**src/rtl/switch_scan_reader.sv**
```systemverilog
// Serial-to-parallel switch reader driving a 74HC165-style PISO chain.
// Optional two-frame debounce: define SCAN_DEBOUNCE_EN.
module switch_scan_reader #(
    parameter int WIDTH       = 16,
    parameter int CLK_DIV     = 4,
    parameter int LOAD_CYCLES = 2
) (
    input  logic             i_clk,
    input  logic             i_rst,
    input  logic             i_enable,
    input  logic             i_serial,
    output logic             o_load_n,
    output logic             o_sclk,
    output logic [WIDTH-1:0] o_data,
    output logic             o_valid
);

    localparam logic [1:0] IDLE   = 2'd0;
    localparam logic [1:0] LOAD   = 2'd1;
    localparam logic [1:0] SHIFT  = 2'd2;
    localparam logic [1:0] UPDATE = 2'd3;

    localparam int LW = (LOAD_CYCLES > 1) ? $clog2(LOAD_CYCLES) : 1;
    localparam int DW = (CLK_DIV > 1) ? $clog2(CLK_DIV) : 1;
    localparam int BW = $clog2(WIDTH);

    localparam logic [LW-1:0] LOAD_LAST = LW'(LOAD_CYCLES - 1);
    localparam logic [DW-1:0] DIV_LAST  = DW'(CLK_DIV - 1);
    localparam logic [BW-1:0] BIT_LAST  = BW'(WIDTH - 1);

    generate
        if (WIDTH < 2 || WIDTH > 32) begin : g_bad_width
            $error("WIDTH must be in 2..32");
        end
        if (CLK_DIV < 1) begin : g_bad_div
            $error("CLK_DIV must be >= 1");
        end
        if (LOAD_CYCLES < 1) begin : g_bad_load
            $error("LOAD_CYCLES must be >= 1");
        end
    endgenerate

    logic [1:0]       state_q, state_d;
    logic [LW-1:0]    load_cnt_q, load_cnt_d;
    logic [DW-1:0]    div_q, div_d;
    logic [BW-1:0]    bit_q, bit_d;
    logic [WIDTH-1:0] sr_q, sr_d;
    logic             load_n_q, load_n_d;
    logic             sclk_q, sclk_d;
    logic [WIDTH-1:0] data_q, data_d;
    logic             valid_q, valid_d;
`ifdef SCAN_DEBOUNCE_EN
    logic [WIDTH-1:0] raw_q, raw_d;
`endif

    always_comb begin
        state_d    = state_q;
        load_cnt_d = load_cnt_q;
        div_d      = div_q;
        bit_d      = bit_q;
        sr_d       = sr_q;
        load_n_d   = load_n_q;
        sclk_d     = sclk_q;
        data_d     = data_q;
        valid_d    = 1'b0;
`ifdef SCAN_DEBOUNCE_EN
        raw_d      = raw_q;
`endif
        unique case (state_q)
            IDLE: begin
                load_n_d = 1'b1;
                sclk_d   = 1'b0;
                if (i_enable) begin
                    state_d    = LOAD;
                    load_n_d   = 1'b0;
                    load_cnt_d = '0;
                end
            end
            LOAD: begin
                if (load_cnt_q == LOAD_LAST) begin
                    state_d  = SHIFT;
                    load_n_d = 1'b1;
                    sclk_d   = 1'b0;
                    bit_d    = '0;
                    div_d    = '0;
                end else begin
                    load_cnt_d = load_cnt_q + 1'b1;
                end
            end
            SHIFT: begin
                if (div_q == DIV_LAST) begin
                    div_d = '0;
                    // sample at the end of the low phase, then raise SCLK
                    if (!sclk_q) begin
                        sclk_d = 1'b1;
                        sr_d   = {sr_q[WIDTH-2:0], i_serial};
                    end else begin
                        sclk_d = 1'b0;
                        if (bit_q == BIT_LAST) begin
                            state_d = UPDATE;
                        end else begin
                            bit_d = bit_q + 1'b1;
                        end
                    end
                end else begin
                    div_d = div_q + 1'b1;
                end
            end
            UPDATE: begin
`ifdef SCAN_DEBOUNCE_EN
                raw_d = sr_q;
                if (sr_q == raw_q) begin
                    data_d  = sr_q;
                    valid_d = 1'b1;
                end
`else
                data_d  = sr_q;
                valid_d = 1'b1;
`endif
                if (i_enable) begin
                    state_d    = LOAD;
                    load_n_d   = 1'b0;
                    load_cnt_d = '0;
                end else begin
                    state_d = IDLE;
                end
            end
            default: begin
                state_d = IDLE;
            end
        endcase
    end

    always_ff @(posedge i_clk) begin
        if (i_rst) begin
            state_q    <= IDLE;
            load_cnt_q <= '0;
            div_q      <= '0;
            bit_q      <= '0;
            sr_q       <= '0;
            load_n_q   <= 1'b1;
            sclk_q     <= 1'b0;
            data_q     <= '0;
            valid_q    <= 1'b0;
`ifdef SCAN_DEBOUNCE_EN
            raw_q      <= '0;
`endif
        end else begin
            state_q    <= state_d;
            load_cnt_q <= load_cnt_d;
            div_q      <= div_d;
            bit_q      <= bit_d;
            sr_q       <= sr_d;
            load_n_q   <= load_n_d;
            sclk_q     <= sclk_d;
            data_q     <= data_d;
            valid_q    <= valid_d;
`ifdef SCAN_DEBOUNCE_EN
            raw_q      <= raw_d;
`endif
        end
    end

    assign o_load_n = load_n_q;
    assign o_sclk   = sclk_q;
    assign o_data   = data_q;
    assign o_valid  = valid_q;

endmodule

```
**config.mk**
```make
export PLATFORM = sky130hd
export DESIGN_NAME = switch_scan_reader
export DESIGN_NICKNAME = d
export VERILOG_FILES = /design/src/rtl/switch_scan_reader.sv
export SDC_FILE = /design/constraint.sdc
export NUM_CORES = 1
export LEC_CHECK = 0
export ABC_CLOCK_PERIOD_IN_PS = 3000
export BUFFER_PORTS_ARGS = -buffer_cell sky130_fd_sc_hd__buf_2
export CAP_MARGIN = 20
export CORE_MARGIN = 3
export CORE_UTILIZATION = 60
export DETAILED_ROUTE_END_ITERATION = 8
export GPL_ROUTABILITY_DRIVEN = 0
export PLACE_DENSITY = 0.82
export REMOVE_ABC_BUFFERS = 1
export SYNTH_ARGS = -nofsm -noshare
export SYNTH_HDL_FRONTEND = slang
export SYNTH_SLANG_ARGS = --single-unit
```
**constraint.sdc**
```tcl
create_clock -name i_clk -period 3 [get_ports i_clk]
set_clock_uncertainty 0.1 [all_clocks]
set_input_delay 0.3 -clock i_clk [delete_from_list [all_inputs] [get_ports i_clk]]
set_output_delay 0.3 -clock i_clk [all_outputs]
set_load 0.005 [all_outputs]
```
==> results.ini <==
[yosys]
yosys.area.top_type=dfxtp_1
ys_warn_count=0
yosys-top-cells-area=dfxtp_1 (48%), mux2i_1 (10%), nand2_1 (7.6%)
syn_inst=204
yosysMostFrequentCell=dfxtp_1
synth_edf_count=0
syn_area_sq_um=1830
synth_top_cell_area_share=0.481
synthFlopType=dfxtp_1
postSynthAreaPerCell_sq_um=8.98
synthDistinctLibCells=30
synth_seq_area_share=0.481
synth-async-reset-ratio=0
synth-seq-cells=44
synthTopCellsByCount=dfxtp_1 (44), nand2_1 (37), a21oi_1 (24), nor2_1 (22), mux2i_1 (19)

[power]
switching_share=0.308
switching_power_uw=430
clockPowerShare=0.283
total_power_uw=1390
leakage_uw=0.000782
vdd_drop_max_v=0.000432
pwr-share-comb=0.258
intPower_uw=964
p_seq_frac=0.460
power_per_cell_area_nw_per_um2=685

[detailed_routing]
drt_iter0_markers=58
wl_per_cell_microns=13.2
vias=1487
drc=0
vias_per_cell=5.81
firstDrtPassIters=5
wl_mm=3.39
ant_nets=0

[clock_network]
cts_root_buffer=clkbuf_4
ctsHoldBuffers=0
worstSkewPairLatency_ps=360
cts_setup_buffers=0
htreeDepth=2
cts_tree=yes
post_cts_resized=0
cts_max_path_buffers=2
cts_inserted_buffers=5
cts_sinks=44
path_clk_slew_ps=130

[sta]
setup-tns-final_ps=0
setup_ws_ps=812
finalSetupViolCount=0
finalHoldViolations=0
hold_ws_ps=71.9
worstMarginPinSlew_ps=741
fin_crit_ps=2190
slew_viol_final=0
fin_crit_sh=0.729
fmax_mhz=457
rsz0062_at_grt=false
relSlewSlack=0.506

[finish]
design_area_sq_um=2030
nets=236
regArea_sq_um=881
drive_gt1_frac=0.156
nFillCells=211
num_antenna_cells=0
syn2layout_area_growth_pct=11.1
multi_input_area_sq_um=881

[grt]
grt_pass1_vias=1332
grt_pass1_wl_mm=5.62
grt-ovfl-total=0
grt.total_usage=0.204
grt_max_degree=46
antenna_found_initial=0

[critical_path]
crit_required_ps=3180
cp.arrival_ps=2370
critical_path_class=flip-flop to flip-flop
startpoint_type=flip-flop
slowest_delay_ps=530
critPathMaxFanout=10
cp_slowest_cell=or4_1
end_kind=flip-flop
crit_chain=inv_1, ha_1, a21bo_4, o2111ai_4, or4_1, a21oi_1

[die]
ios=23
die_area_sq_um=3750
initial_core_util=0.648
die_h_microns=61.3
die_w_microns=61.3
num_rows=19
core_sq_um=2830

[placed_design]
pre_cts_ws_ps=888
port_buffers=22
hpwl_mm=2.39
placed_area_sq_um=1940

[worst_hold_path]
hold_class=input port to flip-flop

[run_status]
status=complete, no violations

[job]
drv_cap=0

-- area by class of cell --
class,count,area share
Clock inverter,2,0.0191
Tap cell,31,0.0191
Multi-Input combinational cell,144,0.433
Inverter,5,0.00923
Timing Repair Buffer,24,0.0615
Clock buffer,6,0.0252
Sequential cell,44,0.433
-- critical path, delay by kind of cell, from the launching register on --
kind            cells  cell delay, ps
fa+ha+maj           1             350
simple gates        1             530
buf+inv             1             160
compound gates      3             530
flops               1             440
-- metal layers --
metal / track usage / up-vias / part of all wire / routed length, microns
li1: - / 733 / - / -
met4: 0.105 / 0 / 0.028 / 94
met1: 0.250 / 692 / 0.44 / 1500
met2: 0.328 / 49 / 0.48 / 1620
met3: 0.0524 / 13 / 0.051 / 174
met5: 0 / - / 0 / 0
-- power groups by stage --
stage	registers (uW)	clock network [uW]	logic (uW)
6_report	641	394	359
5_1_grt	645	430	391
4_1_cts	641	402	356
3_5_place_dp	654	0	354
3_3_place_gp	647	0	333
2_1_floorplan	645	0	281
-- final timing paths --
path / end / cells past startpoint / from / slack [ps]
setup reg to reg: bit_q[3] / 6 / state_q[0] / 810
hold reg to reg: sr_q[15] / 2 / sr_q[15] / 370
hold / removal: sr_q[0] / 3 / i_serial / 70
setup / recovery: bit_q[3] / 6 / state_q[0] / 810
-- through the flow --
step,utilization,cells
6_report,0.719,256
5_1_grt,0.719,256
4_1_cts,0.719,256
3_5_place_dp,0.687,248
3_3_place_gp,0.687,248
2_1_floorplan,-,193
-- kinds of logic (layout without fill, tap and decap cells) --
logic type      count (synthesis)  in the layout  synth area share
fa+ha+maj                       8              8            0.0546
mux                            19             19             0.104
buf+inv                        16             37            0.0383
flops                          44             44             0.481
compound gates                 39             39             0.138
simple gates                   78             78             0.184
-- flip-flops by register name (all words and copies together) (netlist names) --
name	flops
o_sclk	1
div_q	2
o_valid	1
state_q	2
sr_q	16
bit_q	4
o_data	16
load_cnt_q	1
o_load_n	1
-- placed cells by master, fill, tap and decap left out, types with 2 or more instances in the layout --
cell type,netlist,layout
a21oi_1,24,24
a32oi_1,2,2
and2_1,2,2
buf_2,2,22
buf_4,0,2
clkbuf_4,0,5
dfxtp_1,44,44
ha_1,8,8
inv_1,5,5
mux2i_1,19,19
nand2_1,37,37
nand2b_1,5,5
nand3_1,3,3
nand4_1,2,2
nor2_1,22,22
nor2b_1,2,2
o21ai_0,5,5
Note: power is estimated with default switching activity, not from simulation.
